===== src/rtl/user_obi_scratchpad.sv =====
// user_obi_scratchpad
//   OBI subordinate backed by a flop-based word memory. Every accepted
//   request gets exactly one response, a fixed Latency cycles after its
//   grant, in grant order. Addresses outside [BaseAddr, BaseAddr+NumWords*4)
//   get an error response and never touch the memory.
//
// Ports
//   clk_i, rst_ni      clock, asynchronous active-low reset
//   req_i              address-phase request
//   addr_i             byte address (bits [1:0] ignored)
//   we_i               1 = write, 0 = read
//   be_i               byte enables (writes only)
//   wdata_i            write data
//   aid_i              request ID
//   gnt_o              address-phase grant (combinational)
//   rvalid_o           response valid, one-cycle pulse (registered)
//   rdata_o            read data, 0 for writes and errors (registered)
//   rid_o              response ID (registered)
//   err_o              error response (registered)
module user_obi_scratchpad #(
  parameter int unsigned           AddrWidth = 32,
  parameter int unsigned           DataWidth = 32,
  parameter int unsigned           IdWidth   = 1,
  parameter int unsigned           NumWords  = 64,
  parameter logic [AddrWidth-1:0]  BaseAddr  = 32'h2000_1000,
  parameter int unsigned           Latency   = 1,
  parameter int unsigned           MaxTrans  = 2
) (
  input  logic                   clk_i,
  input  logic                   rst_ni,
  input  logic                   req_i,
  input  logic [AddrWidth-1:0]   addr_i,
  input  logic                   we_i,
  input  logic [DataWidth/8-1:0] be_i,
  input  logic [DataWidth-1:0]   wdata_i,
  input  logic [IdWidth-1:0]     aid_i,
  output logic                   gnt_o,
  output logic                   rvalid_o,
  output logic [DataWidth-1:0]   rdata_o,
  output logic [IdWidth-1:0]     rid_o,
  output logic                   err_o
);

  localparam int unsigned IdxW = $clog2(NumWords);
  localparam int unsigned BeW  = DataWidth / 8;
  localparam int unsigned CntW = 3;

  // Address decode
  logic [AddrWidth-1:0] offset;
  logic                 in_range;
  logic [IdxW-1:0]      idx;

  assign offset   = addr_i - BaseAddr;
  assign in_range = (offset < AddrWidth'(NumWords * 4));
  assign idx      = offset[2 +: IdxW];

  // Outstanding tracking and grant
  logic [CntW-1:0] cnt_q;
  logic [CntW-1:0] cnt_eff;
  logic            accept;

  // The response retiring this cycle already frees its slot, so a new
  // grant can coincide with rvalid_o even when the counter is at MaxTrans.
  assign cnt_eff = cnt_q - {{(CntW-1){1'b0}}, rvalid_o};
  assign gnt_o   = req_i && rst_ni && (cnt_eff < CntW'(MaxTrans));
  assign accept  = req_i && gnt_o;

  always_ff @(posedge clk_i or negedge rst_ni) begin
    if (!rst_ni) begin
      cnt_q <= '0;
    end else begin
      cnt_q <= cnt_q + {{(CntW-1){1'b0}}, accept} - {{(CntW-1){1'b0}}, rvalid_o};
    end
  end

  // Word memory
  logic [DataWidth-1:0] mem_q [NumWords];

  always_ff @(posedge clk_i or negedge rst_ni) begin
    if (!rst_ni) begin
      for (int unsigned w = 0; w < NumWords; w++) begin
        mem_q[w] <= '0;
      end
    end else if (accept && we_i && in_range) begin
      for (int unsigned b = 0; b < BeW; b++) begin
        if (be_i[b]) begin
          mem_q[idx][8*b +: 8] <= wdata_i[8*b +: 8];
        end
      end
    end
  end

  // Response pipeline. Write and error responses enter with zero data, so
  // the write flag does not need to travel down the stages.
  logic [Latency-1:0]   pipe_valid;
  logic [Latency-1:0]   pipe_err;
  logic [IdWidth-1:0]   pipe_id   [Latency];
  logic [DataWidth-1:0] pipe_data [Latency];

  logic [DataWidth-1:0] rd_word;
  logic [IdWidth-1:0]   rd_id;

  // Sampling mem_q before its update gives a same-cycle read the old value.
  always_comb begin
    rd_word = '0;
    rd_id   = '0;
    if (accept) begin
      rd_id = aid_i;
      if (!we_i && in_range) begin
        rd_word = mem_q[idx];
      end
    end
  end

  always_ff @(posedge clk_i or negedge rst_ni) begin
    if (!rst_ni) begin
      pipe_valid <= '0;
      pipe_err   <= '0;
      for (int unsigned i = 0; i < Latency; i++) begin
        pipe_id[i]   <= '0;
        pipe_data[i] <= '0;
      end
    end else begin
      pipe_valid[0] <= accept;
      pipe_err[0]   <= accept && !in_range;
      pipe_id[0]    <= rd_id;
      pipe_data[0]  <= rd_word;
      for (int unsigned i = 1; i < Latency; i++) begin
        pipe_valid[i] <= pipe_valid[i-1];
        pipe_err[i]   <= pipe_err[i-1];
        pipe_id[i]    <= pipe_id[i-1];
        pipe_data[i]  <= pipe_data[i-1];
      end
    end
  end

  assign rvalid_o = pipe_valid[Latency-1];
  assign err_o    = pipe_err[Latency-1];
  assign rid_o    = pipe_id[Latency-1];
  assign rdata_o  = pipe_data[Latency-1];

endmodule


===== config.mk =====
export PLATFORM = sky130hd
export DESIGN_NAME = user_obi_scratchpad
export DESIGN_NICKNAME = d
export VERILOG_FILES = /design/src/rtl/user_obi_scratchpad.sv
export SDC_FILE = /design/constraint.sdc
export NUM_CORES = 2
export LEC_CHECK = 0
export CORE_MARGIN = 2
export CORE_UTILIZATION = 60
export CTS_CLUSTER_SIZE = 10
export DETAILED_ROUTE_END_ITERATION = 16
export DONT_BUFFER_PORTS = 1
export PLACE_DENSITY_LB_ADDON = 0.1
export SYNTH_ARGS = -nofsm -noshare
export SYNTH_HDL_FRONTEND = slang
export SYNTH_SLANG_ARGS = --single-unit

===== constraint.sdc =====
create_clock -name clk_i -period 5.4 [get_ports clk_i]
set_clock_uncertainty 0.1 [all_clocks]
set_input_delay 0.27 -clock clk_i [delete_from_list [all_inputs] [get_ports clk_i]]
set_output_delay 0.27 -clock clk_i [all_outputs]
set_load 0.02 [all_outputs]

==> flow_summary.yaml <==
outcome:
  status: "finished, violations left"
  violations: "slew limit"
worst_setup_path:
  worst-path-max-fanout: 92
  arrival_ps: 5510
  critPathLaunchType: "input pin"
  crit_path_end_kind: "flop"
  reg2reg_depth: 10
  r2r-end: "mem_q[1097]$_DFFE_PN0P_"
  reg2reg_setup_slack_ps: 970
  r2r-start: "rvalid_o$_DFF_PN0_"
  path_class: "input pin to flop"
  cp_data_required_time_ps: 6020
synth:
  ys.flop_type: "dfrtp_1"
  synth_commonest_cells: "mux2_2 (2225), dfrtp_1 (2086), clkbuf_1 (336), o22ai_1 (314), nor2_2 (256)"
  postSynth.asyncResetShare: 1.00
  synth_edf_count: 0
  yosysTopAreaCell: "dfrtp_1"
  synthesis.nets: 6750
  synth_cell_types: 68
  yosysSeqAreaShare: 0.553
  syn_inst: 6673
  netlist_area_sq_um: 94500
  synth_top_cells_by_area: "dfrtp_1 (55%), mux2_2 (27%), mux4_2 (4.4%)"
  ys_ff_latch: 2086
  synth_most_common_cell: "mux2_2"
  yosysWarnings: 0
  netlist.area_leader.share: 0.553
  syn_avg_cell_area_sq_um: 14.2
floorplan:
  fp.coreArea_sq_um: 156000
  die_w_um: 401
  dieArea_sq_um: 161000
  start_util: 0.605
  ios: 109
  rows: 145
  dieHeight_um: 401
timing:
  post-route-period-util: 0.905
  finalSetupViolCount: 0
  holdWs_ps: 0.137
  grt_setup_unrepaired: "false"
  fmax_mhz: 205
  final_hold_viol_count: 0
  fin_crit_ps: 4890
  worst_slew_pin_slew_ps: 2160
  slew_violations: 330
  slew_headroom: -0.439
run:
  cap_violations: 0
power:
  power_density_nw_per_um2: 298
  vdd.ir_drop.worst_mv: 0.381
  finalPower_mw: 31.2
  total_leakage_power_nw: 50.3
global_route:
  grt_busiest_layer: "met2"
  grtUsageTotal: 0.366
  use_met1: 0.515
  grt.met2_usage: 0.544
  globalRouteMet3Util: 0.0910
  grt-ovfl-total: 0
  grt_pass1_wl_um: 433000
  antenna_found_initial: 13
  grt_pass1_vias: 62082
  grt_max_degree: 476
final_layout:
  drive_gt1_frac: 0.475
  stdcell_count: 8775
  syn_to_final_growth_pct: 10.8
  stdcell_area_sq_um: 105000
  final_nets: 6748
  fillers: 11085
route:
  vias: 60852
  drtIter0Drc: 6340
  drc: 0
  first_pass_iters: 6
  ant_nets: 0
  wl_um: 295000
  via_per_inst: 6.93
  wl_per_cell_um: 33.6
cts:
  numCtsBuffers: 229
  worstSkewPairLatency_ps: 850
  clkTransAtPathRegs_ps: 60
  cts_tree: "yes"
  numClockSinks: 2086
  cts_setup_buffers: 0
  cts_htree_levels: 4
  root_buffer: "clkbuf_16"
  cts_buffer_depth: 3
min_path:
  hold_path.class: "input pin to flop"
  holdPathStages: 4
  holdPathEnd: "rdata_o[21]$_DFF_PN0_"
  min_from: "addr_i[3]"
placed_design:
  place_area_sq_um: 96500
  place_inst: 8370
  dp_hpwl_um: 168000
  portBuffers: 0
  place_congestion: 0.853
power by group:
group,leakage [nW],switching (mW),internal [mW]
logic,18.2,1.30,0.517
clock network,3.01,6.03,7.69
registers,29.2,0.0177,15.7
total,50.3,7.35,23.9
how the worst max path moves through the flow:
stage / from / to / slack (ps)
2_1_floorplan: addr_i[17] / mem_q[1032]$_DFFE_PN0P_ / 2390
3_3_place_gp: rst_ni / rdata_o[4]$_DFF_PN0_ / -550
3_5_place_dp: rst_ni / rdata_o[4]$_DFF_PN0_ / -580
4_1_cts: rst_ni / rdata_o[4]$_DFF_PN0_ / 300
5_1_grt: rst_ni / mem_q[1097]$_DFFE_PN0P_ / 410
6_report: rst_ni / mem_q[1097]$_DFFE_PN0P_ / 510
cell type report:
type	instances	area [sq um]	share of cell area
clock inverter	9	116	0.00111
inverter	15	60.1	0.000574
tap	2058	2570	0.0246
clock buffer	262	6020	0.0575
timing repair buffer	279	3360	0.0321
antenna	6	15.0	0.000143
multi-input combinational	4060	40300	0.385
sequential	2086	52200	0.499
flip-flops by register name, summed over array words and instances (netlist names):
register / cells
rid_o: 1
mem_q: 2048
rdata_o: 32
cnt_q: 3
rvalid_o: 1
err_o: 1
per-stage QoR:
step / TNS [ps] / util / setup WS, ps
3_3_place_gp: -3300 / 0.618 / -554
3_5_place_dp: -3800 / 0.618 / -580
6_report: 0 / 0.670 / 514
4_1_cts: 0 / 0.668 / 304
2_1_floorplan: 0 / - / 2390
5_1_grt: 0 / 0.670 / 410
timing repair:
action	CTS	global route
hold buffers	114	10
endpoints found under the hold margin	2715	542
resized for setup	0	1
setup endpoints to repair	0	38
worst max-delay path, stage by stage:
cell and delay [ps]:
dlygate4sd3_1 630, buf_16 180, buf_16 150, buf_16 140
buf_16 350, buf_16 410, nand4_1 140, buf_4 250
nor2_1 630, nand2_2 580, nor2_2 600, mux2_2 400
dlygate4sd3_1 560
cell usage in the layout (no fill, tap or decap), drive strengths merged, types with 26 or more instances in the layout:
cell,instances
mux2i,146
o22ai,314
clkbuf,263
o21ai,108
a22oi,43
nor3,28
mux2,2225
buf,193
o221ai,131
dlygate4sd3,85
nor2,336
nor4,26
dfrtp,2086
a21oi,128
mux4,186
a221oi,26
nand2,139
o22a,27
cells by family (layout without fill, tap and decap cells):
kind of cell | after synthesis | count (layout) | synth area share
mux | 2557 | 2557 | 0.325
flops | 2086 | 2086 | 0.553
compound gates | 878 | 878 | 0.0628
fa+ha+maj | 4 | 4 | 0.000609
xor+xnor | 3 | 3 | 0.000278
other cells | 0 | 6 | 0
simple gates | 618 | 618 | 0.0364
buf+inv | 527 | 565 | 0.0222
routing by layer:
layer | vias to the layer above | wire length (um)
met5 | - | 113
met4 | 18 | 14800
met3 | 730 | 26900
met2 | 2655 | 132000
met1 | 32677 | 122000
li1 | 24772 | -
No activity file was read; power rests on OpenSTA's default activity.
